==> src/rtl/audio_pkg.sv <==
// rtl/audio_pkg.sv - shared states and constants for the audio record/play controller
package audio_pkg;

    localparam int ADDR_W = 18;
    localparam logic [ADDR_W-1:0] ADDR_MAX = '1;
    localparam int DEF_FRAMES_PER_SEC = 32000;

    typedef enum logic [1:0] {
        IDLE   = 2'd0,
        RECORD = 2'd1,
        PLAY   = 2'd2,
        DONE   = 2'd3
    } aud_state_e;

endpackage

==> src/rtl/audio_rec_play_ctrl_if.sv <==
// rtl/audio_rec_play_ctrl_if.sv - key, frame clock and codec control bundle
interface audio_rec_play_ctrl_if #(
    parameter int ADDR_W = audio_pkg::ADDR_W,
    parameter int SEC_W  = 8
);
    logic              key_record;
    logic              key_play;
    logic              key_stop;
    logic              speed_fast;
    logic [3:0]        speed_rate;
    logic              interp_en;
    logic              AUD_ADCLRCK;
    logic              AUD_DACLRCK;
    logic [ADDR_W-1:0] codec_addr;

    logic              stop;
    logic              record;
    logic              fast;
    logic [3:0]        rate;
    logic              interp;
    logic [1:0]        state;
    logic [ADDR_W-1:0] rec_end_addr;
    logic              play_done;
    logic [SEC_W-1:0]  elapsed_sec;

    modport master (
        output key_record, key_play, key_stop, speed_fast, speed_rate, interp_en,
               AUD_ADCLRCK, AUD_DACLRCK, codec_addr,
        input  stop, record, fast, rate, interp, state, rec_end_addr, play_done, elapsed_sec
    );

    modport slave (
        input  key_record, key_play, key_stop, speed_fast, speed_rate, interp_en,
               AUD_ADCLRCK, AUD_DACLRCK, codec_addr,
        output stop, record, fast, rate, interp, state, rec_end_addr, play_done, elapsed_sec
    );

endinterface

==> src/rtl/lrck_sec_counter.sv <==
// rtl/lrck_sec_counter.sv - LRCK rising-edge frame counter feeding a saturating seconds counter
module lrck_sec_counter #(
    parameter int FRAMES_PER_SEC = audio_pkg::DEF_FRAMES_PER_SEC,
    parameter int SEC_W          = 8
) (
    input  logic             clk,
    input  logic             rst_n,
    input  logic             clear,
    input  logic             enable,
    input  logic             lrck,
    output logic [SEC_W-1:0] elapsed_sec
);

    localparam int FW = (FRAMES_PER_SEC > 1) ? $clog2(FRAMES_PER_SEC) : 1;
    localparam logic [FW-1:0] FRAME_LAST = FW'(FRAMES_PER_SEC - 1);

    logic          lrck_prev_q;
    logic [FW-1:0] frame_q;
    logic [SEC_W-1:0] sec_q;
    logic          lrck_rise;

    assign lrck_rise   = !lrck_prev_q && lrck;
    assign elapsed_sec = sec_q;

    always_ff @(posedge clk or negedge rst_n) begin
        if (!rst_n) begin
            lrck_prev_q <= 1'b0;
            frame_q     <= '0;
            sec_q       <= '0;
        end else begin
            lrck_prev_q <= lrck;
            if (clear) begin
                frame_q <= '0;
                sec_q   <= '0;
            end else if (enable && lrck_rise) begin
                if (frame_q == FRAME_LAST) begin
                    frame_q <= '0;
                    // Display value sticks at full scale rather than wrapping to zero.
                    if (sec_q != '1) begin
                        sec_q <= sec_q + 1'b1;
                    end
                end else begin
                    frame_q <= frame_q + 1'b1;
                end
            end
        end
    end

endmodule

==> src/rtl/audio_rec_play_ctrl.sv <==
// rtl/audio_rec_play_ctrl.sv - record/play sequencer driving the codec control levels
module audio_rec_play_ctrl #(
    parameter int FRAMES_PER_SEC = audio_pkg::DEF_FRAMES_PER_SEC,
    parameter int ADDR_W         = audio_pkg::ADDR_W,
    parameter int SEC_W          = 8
) (
    input  logic                  AUD_BCLK,
    input  logic                  rst_n,
    audio_rec_play_ctrl_if.slave  bus
);
    import audio_pkg::*;

    localparam logic [ADDR_W-1:0] ADDR_FULL = '1;

    aud_state_e        state_q, state_d;
    logic              restart_q, restart_d;
    logic [ADDR_W-1:0] rec_end_q, rec_end_d;
    logic              stop_q, record_q, interp_q, play_done_q;
    logic              fast_q, fast_d;
    logic [3:0]        rate_q, rate_d;
    logic              dac_prev_q, dac_fall;
    logic              cnt_clear, cnt_enable, active_lrck;
    logic [SEC_W-1:0]  elapsed_sec;

    assign dac_fall    = dac_prev_q && !bus.AUD_DACLRCK;
    assign active_lrck = (state_q == PLAY) ? bus.AUD_DACLRCK : bus.AUD_ADCLRCK;
    assign cnt_enable  = (state_q == RECORD) || (state_q == PLAY);
    assign cnt_clear   = ((state_d == RECORD) && (state_q != RECORD)) ||
                         ((state_d == PLAY)   && (state_q != PLAY));

    always_comb begin
        state_d   = state_q;
        restart_d = 1'b0;
        rec_end_d = rec_end_q;
        unique case (state_q)
            IDLE: begin
                if (bus.key_stop) begin
                    state_d = IDLE;
                end else if (restart_q || bus.key_record) begin
                    state_d = RECORD;
                end else if (bus.key_play && (rec_end_q != '0)) begin
                    state_d = PLAY;
                end
            end
            RECORD: begin
                if (bus.key_stop) begin
                    state_d   = IDLE;
                    rec_end_d = bus.codec_addr;
                end else if (bus.key_record) begin
                    // Pass through IDLE for one cycle so the codec sees stop and rewinds.
                    state_d   = IDLE;
                    restart_d = 1'b1;
                    rec_end_d = bus.codec_addr;
                end else if (bus.codec_addr == ADDR_FULL) begin
                    state_d   = IDLE;
                    rec_end_d = ADDR_FULL;
                end
            end
            PLAY: begin
                if (bus.key_stop) begin
                    state_d = IDLE;
                end else if (bus.key_record) begin
                    state_d = RECORD;
                end else if (bus.codec_addr >= rec_end_q) begin
                    state_d = DONE;
                end
            end
            DONE:    state_d = IDLE;
            default: state_d = IDLE;
        endcase
    end

    // Speed settings are sampled on the DAC frame boundary so a step never changes mid-frame.
    always_comb begin
        fast_d = fast_q;
        rate_d = rate_q;
        if (state_d != PLAY) begin
            fast_d = 1'b0;
        end else if (dac_fall) begin
            fast_d = bus.speed_fast;
            rate_d = (bus.speed_rate == 4'd0) ? 4'd1 : bus.speed_rate;
        end
    end

    always_ff @(posedge AUD_BCLK or negedge rst_n) begin
        if (!rst_n) begin
            state_q     <= IDLE;
            restart_q   <= 1'b0;
            rec_end_q   <= '0;
            stop_q      <= 1'b1;
            record_q    <= 1'b0;
            fast_q      <= 1'b0;
            rate_q      <= 4'd1;
            interp_q    <= 1'b0;
            play_done_q <= 1'b0;
            dac_prev_q  <= 1'b0;
        end else begin
            state_q     <= state_d;
            restart_q   <= restart_d;
            rec_end_q   <= rec_end_d;
            stop_q      <= (state_d == IDLE) || (state_d == DONE);
            record_q    <= (state_d == RECORD);
            fast_q      <= fast_d;
            rate_q      <= rate_d;
            interp_q    <= (state_d == PLAY) && bus.interp_en && !fast_d;
            play_done_q <= (state_d == DONE);
            dac_prev_q  <= bus.AUD_DACLRCK;
        end
    end

    lrck_sec_counter #(
        .FRAMES_PER_SEC (FRAMES_PER_SEC),
        .SEC_W          (SEC_W)
    ) u_sec (
        .clk         (AUD_BCLK),
        .rst_n       (rst_n),
        .clear       (cnt_clear),
        .enable      (cnt_enable),
        .lrck        (active_lrck),
        .elapsed_sec (elapsed_sec)
    );

    assign bus.stop         = stop_q;
    assign bus.record       = record_q;
    assign bus.fast         = fast_q;
    assign bus.rate         = rate_q;
    assign bus.interp       = interp_q;
    assign bus.state        = state_q;
    assign bus.rec_end_addr = rec_end_q;
    assign bus.play_done    = play_done_q;
    assign bus.elapsed_sec  = elapsed_sec;

endmodule

==> src/flat_wrapper.sv <==
// flat-port wrapper written by rule: the top's interface ports become plain ports
module audio_rec_play_ctrl_flat import audio_pkg::*;
#(
    parameter int FRAMES_PER_SEC = audio_pkg::DEF_FRAMES_PER_SEC,
    parameter int ADDR_W         = audio_pkg::ADDR_W,
    parameter int SEC_W          = 8
)
  (AUD_BCLK, rst_n, bus_key_record, bus_key_play, bus_key_stop, bus_speed_fast, bus_speed_rate, bus_interp_en, bus_AUD_ADCLRCK, bus_AUD_DACLRCK, bus_codec_addr, bus_stop, bus_record, bus_fast, bus_rate, bus_interp, bus_state, bus_rec_end_addr, bus_play_done, bus_elapsed_sec);
  audio_rec_play_ctrl_if #(.ADDR_W(ADDR_W), .SEC_W(SEC_W)) bus_i ();
  input  logic AUD_BCLK;
  input  logic rst_n;
  input wire logic [$bits(bus_i.key_record)-1:0] bus_key_record;
  input wire logic [$bits(bus_i.key_play)-1:0] bus_key_play;
  input wire logic [$bits(bus_i.key_stop)-1:0] bus_key_stop;
  input wire logic [$bits(bus_i.speed_fast)-1:0] bus_speed_fast;
  input wire logic [$bits(bus_i.speed_rate)-1:0] bus_speed_rate;
  input wire logic [$bits(bus_i.interp_en)-1:0] bus_interp_en;
  input wire logic [$bits(bus_i.AUD_ADCLRCK)-1:0] bus_AUD_ADCLRCK;
  input wire logic [$bits(bus_i.AUD_DACLRCK)-1:0] bus_AUD_DACLRCK;
  input wire logic [$bits(bus_i.codec_addr)-1:0] bus_codec_addr;
  output wire logic [$bits(bus_i.stop)-1:0] bus_stop;
  output wire logic [$bits(bus_i.record)-1:0] bus_record;
  output wire logic [$bits(bus_i.fast)-1:0] bus_fast;
  output wire logic [$bits(bus_i.rate)-1:0] bus_rate;
  output wire logic [$bits(bus_i.interp)-1:0] bus_interp;
  output wire logic [$bits(bus_i.state)-1:0] bus_state;
  output wire logic [$bits(bus_i.rec_end_addr)-1:0] bus_rec_end_addr;
  output wire logic [$bits(bus_i.play_done)-1:0] bus_play_done;
  output wire logic [$bits(bus_i.elapsed_sec)-1:0] bus_elapsed_sec;
  assign bus_i.key_record = bus_key_record;
  assign bus_i.key_play = bus_key_play;
  assign bus_i.key_stop = bus_key_stop;
  assign bus_i.speed_fast = bus_speed_fast;
  assign bus_i.speed_rate = bus_speed_rate;
  assign bus_i.interp_en = bus_interp_en;
  assign bus_i.AUD_ADCLRCK = bus_AUD_ADCLRCK;
  assign bus_i.AUD_DACLRCK = bus_AUD_DACLRCK;
  assign bus_i.codec_addr = bus_codec_addr;
  assign bus_stop = bus_i.stop;
  assign bus_record = bus_i.record;
  assign bus_fast = bus_i.fast;
  assign bus_rate = bus_i.rate;
  assign bus_interp = bus_i.interp;
  assign bus_state = bus_i.state;
  assign bus_rec_end_addr = bus_i.rec_end_addr;
  assign bus_play_done = bus_i.play_done;
  assign bus_elapsed_sec = bus_i.elapsed_sec;
  audio_rec_play_ctrl #(.FRAMES_PER_SEC(FRAMES_PER_SEC), .ADDR_W(ADDR_W), .SEC_W(SEC_W)) u_core (.AUD_BCLK(AUD_BCLK), .rst_n(rst_n), .bus(bus_i));
endmodule
==> config.mk <==
export PLATFORM = sky130hd
export DESIGN_NAME = audio_rec_play_ctrl_flat
export DESIGN_NICKNAME = d
export VERILOG_FILES = /design/src/rtl/audio_pkg.sv /design/src/rtl/audio_rec_play_ctrl_if.sv /design/src/rtl/lrck_sec_counter.sv /design/src/rtl/audio_rec_play_ctrl.sv /design/src/flat_wrapper.sv
export SDC_FILE = /design/constraint.sdc
export NUM_CORES = 1
export LEC_CHECK = 0
export ABC_AREA = 1
export CORE_ASPECT_RATIO = 0.5
export CORE_MARGIN = 2
export CORE_UTILIZATION = 56
export DETAILED_ROUTE_END_ITERATION = 16
export PLACE_DENSITY_LB_ADDON = 0.25
export SLEW_MARGIN = 40
export SYNTH_ARGS = -nofsm -noshare
export SYNTH_HDL_FRONTEND = slang
export SYNTH_SLANG_ARGS = --single-unit
==> constraint.sdc <==
create_clock -name AUD_BCLK -period 8.8 [get_ports AUD_BCLK]
set_clock_uncertainty 0.15 [all_clocks]
set_input_delay 1.76 -clock AUD_BCLK [delete_from_list [all_inputs] [get_ports AUD_BCLK]]
set_output_delay 1.76 -clock AUD_BCLK [all_outputs]
set_load 0.05 [all_outputs]
==> implementation parameters <==
Parameter                              Value

Status
  Status ... completed

Clock network
  Clock sink total ... 55
  Clk Latency, worst-skew pair ... 0.29 ns
  TritonCTS clock tree ... done
  Number of buffers inserted by hold repair at cts ... 0
  Clock H-tree levels ... 2
  Clock Pin Slew Worst Setup and Hold Paths ... 0.07 ns
  CTS buffer count ... 5
  CTS resizes ... 0
  Buffer type at the clock tree root ... clkbuf_16
  Post-CTS repair timing setup buffer count ... 0
  Maximum number of buffers from clock root to sink ... 2

Floorplan
  Starting Density ... 59.26%
  Number of I/O pins ... 68
  Number of placement rows ... 19
  Placeable core region ... 0.005610 mm2
  Die extent in x ... 113.0 um
  Die Height ... 58.48 um
  Total Die Area ... 0.006606 mm2

Cells and area
  Area used by multi-input combinational logic ... 0.001659 mm2
  Share of final-layout standard cells stronger than drive strength 1 ... 6.000%
  Growth of design area from synthesis to finish ... 26.61%
  Final core utilization ... 75.02%
  Final instance area ... 0.004209 mm2
  # nets final ... 556
  Layout fillers ... 420
  Sequential Area ... 0.001379 mm2
  Final non-filler cell total ... 573
  Inserted Diodes ... 0

Worst setup path
  Crit Path Class ... in -> reg
  R2R setup slack ... 5.29 ns
  Cell breakdown of the critical path ... clkdlybuf4s50_1, ha_1, nand2_1, nor2_1, nand3_1, o21ai_0, nor2_1, nand3_1, nand2_1, a21oi_1, ha_1, inv_1, o22ai_4, inv_2, nand2_4, inv_2, nor2_2, nand2_2, clkinv_1, nand2_1, a21oi_1
  Endpoint of the most critical register-to-register path ... u_core.u_sec.elapsed_sec[2]
  Kind of end point of the critical path ... register
  Data required time of the critical path ... 8.87 ns
  Slowest cell on the critical path ... clkdlybuf4s50_1
  Critical path's most frequent cell ... nand2_1
  Kind of start point of the critical path ... input port
  Highest cell delay on the worst timing path ... 0.46 ns
  Worst R2R Start ... u_core.bus.rec_end_addr[17]
  R2R cell count ... 21
  Largest driver fanout on the critical path ... 13
  Endpoint arrival time on the critical path ... 5.06 ns

Drt
  Residual DRC count ... 0
  Vias/cell ... 5.157
  Number of DRC markers after the initial detailed-route iteration ... 136
  Number of detailed-route iterations in the first pass ... 4
  Post-DRT Antenna Nets ... 0
  Overall routed net length ... 7.273 mm
  Average wire length per cell after detail routing ... 12.69 um
  Vias ... 2955

Pwr
  Power density over the cells ... 309.6 mW/mm2
  Cell leakage power ... 2.088 nW
  Total power after layout ... 1.303 mW
  Max VDD drop ... 0.2352 mV

Synth
  Multiplexer fraction of the synthesized cell area ... 0.3011%
  Portion of synthesized cell area occupied by the leading cell type ... 39.89%
  Fraction of the yosys area taken by sequential cells ... 41.48%
  Warnings from Yosys ... 0
  Largest family of logic cells by synthesized area ... simple AND/OR/NAND/NOR gates
  Most used flip-flop cell after synthesis ... dfrtp_1
  Xor/xnor share of the synthesized area ... 2.108%
  Leading area contributor after synthesis ... dfrtp_1
  Total standard cell area after synthesis ... 0.003324 mm2
  Library cell with the highest instance count after synthesis ... nand2_1
  Net Count, Synth ... 488
  Avg Inst Size Synth ... 7.713 um2
  Gate Count Post-Synth ... 431
  Count of flip-flops with a built-in enable after synthesis ... 0
  Compound-Gate Fraction of Synth Area ... 11.29%
  Simple-gate share of the synthesized area ... 26.35%
  Synth Register Bits ... 55
  Commonest cells in the netlist ... 99 x nand2_1, 61 x inv_1, 53 x dfrtp_1
  Unique masters post-synth ... 38
  Dominant cells by area after synthesis ... dfrtp_1 40%, nand2_1 11%, ha_1 9.8%
  Fraction of registers with async set/reset ... 100.0%
  Arithmetic-cell share of the synthesized area counting full adders, half adders and majority gates ... 9.785%

STA
  Final hold slack ... 0.3374 ns
  Measured slew at the worst slew-check pin ... 0.6893 ns
  Setup total negative slack ... 0 ns
  Max frequency ... 0.2006 GHz
  Number of hold violations in the final report ... 0
  RSZ-0062 raised after global routing ... no
  Post-layout min period ... 4.985 ns
  Post-layout worst setup margin ... 3.815 ns
  Final period util ... 56.65%
  Number of endpoints failing setup at the final stage ... 0
  Slew margin rel. ... 54.05%
  Count of final max-slew check failures ... 0

Placement
  Placed cell count ... 565
  Half-perimeter wire length of the detailed placement result ... 5.365 mm
  Buffers on Ports ... 67
  Placed Instance Area ... 0.004058 mm2
  Global placer's final weighted congestion ... 0.8566
  Pre-CTS WS ... 3.597 ns

GRT
  Pin count of the biggest net entering global routing ... 56
  First-pass GRT wire length ... 12.02 mm
  Total Routing Usage GR ... 23.15%
  Via count of the first global-routing pass ... 2688
  Total global routing overflow ... 0
  Antenna violations before repair ... 0

Hold path
  Hold Path End ... u_core.bus.rate[0]
  Hold path start ... u_core.bus.rate[0]
  Hold depth ... 2
  Type of the tightest min-delay check ... reg -> reg

Job
  Count of maximum capacitance violations ... 0
-- layer usage --
metal | GRT usage, % | vias to the layer above | wire length, um
met4 | 7.491 | 0 | 87
met3 | 5.355 | 10 | 305
met1 | 29.44 | 1348 | 3443
li1 | - | 1527 | -
met2 | 40.28 | 70 | 3436
met5 | 0 | - | 0
-- state kept, by name (all words and copies together), names as in the netlist --
signal / cells
u_core.bus.rate: 4
u_core.u_sec.frame_q: 15
u_core.bus.interp: 1
u_core.bus.play_done: 1
u_core.u_sec.elapsed_sec: 8
u_core.restart_q: 1
u_core.dac_prev_q: 1
u_core.bus.record: 1
u_core.u_sec.lrck_prev_q: 1
u_core.bus.stop: 1
u_core.bus.state: 2
u_core.bus.rec_end_addr: 18
u_core.bus.fast: 1
-- cell usage in the layout, fill, tap and decap left out, types with 2 or more instances in the layout --
cell type	instances
xnor2_1	2
clkdlybuf4s50_1	66
nand2_2	5
o21ai_0	13
nor2_1	45
nor3_1	22
inv_2	4
ha_1	26
o22ai_1	2
inv_1	61
dfstp_2	2
xor2_1	6
nand2_1	98
nand4_1	6
nand3_1	19
o21ai_1	3
a21oi_1	35
o21bai_1	2
clkbuf_16	5
o31ai_2	2
buf_4	2
a31oi_1	2
dfrtp_1	53
-- how the worst max path moves through the flow --
stage / cells past startpoint / startpoint / endpoint
6_report: 21 / bus_codec_addr[17] / u_core.u_sec.elapsed_sec[2]
5_1_grt: 25 / bus_codec_addr[13] / u_core.u_sec.elapsed_sec[0]
4_1_cts: 21 / bus_codec_addr[17] / u_core.u_sec.elapsed_sec[2]
3_5_place_dp: 21 / bus_codec_addr[17] / u_core.u_sec.elapsed_sec[2]
3_3_place_gp: 25 / bus_codec_addr[13] / u_core.u_sec.elapsed_sec[5]
2_1_floorplan: 22 / bus_codec_addr[17] / u_core.u_sec.elapsed_sec[3]
-- cell families (layout without fill, tap and decap cells) --
kind of cell | after synthesis | after routing
AO/OA/AOI/OAI | 64 | 64
XOR/XNOR | 8 | 8
adder cells (fa/ha/maj) | 26 | 26
buffers and inverters | 74 | 143
flip-flops | 55 | 55
multiplexers | 1 | 1
AND/OR/NAND/NOR | 203 | 203
-- critical path: cells and delay by family --
kind | cells | cell delay (ns)
adder cells (fa/ha/maj) | 2 | 0.53
AND/OR/NAND/NOR | 10 | 1.15
AO/OA/AOI/OAI | 4 | 0.72
buffers and inverters | 5 | 0.89
-- power breakdown --
part           switching [mW]  internal (mW)  total, mW
registers              0.0601          0.327      0.387
logic                   0.479          0.234      0.712
clock network          0.0894          0.114      0.204
total                   0.628          0.675       1.30
-- final cells by class --
cell class	instances	area share [%]
clock buffers	7	3.389
clock inverters	1	0.2081
inverters	66	5.886
multi-input cells	302	39.42
flip-flops and latches	55	32.76
well taps	73	2.170
repair buffers	69	16.17
Note: power is estimated with default switching activity, not from simulation.
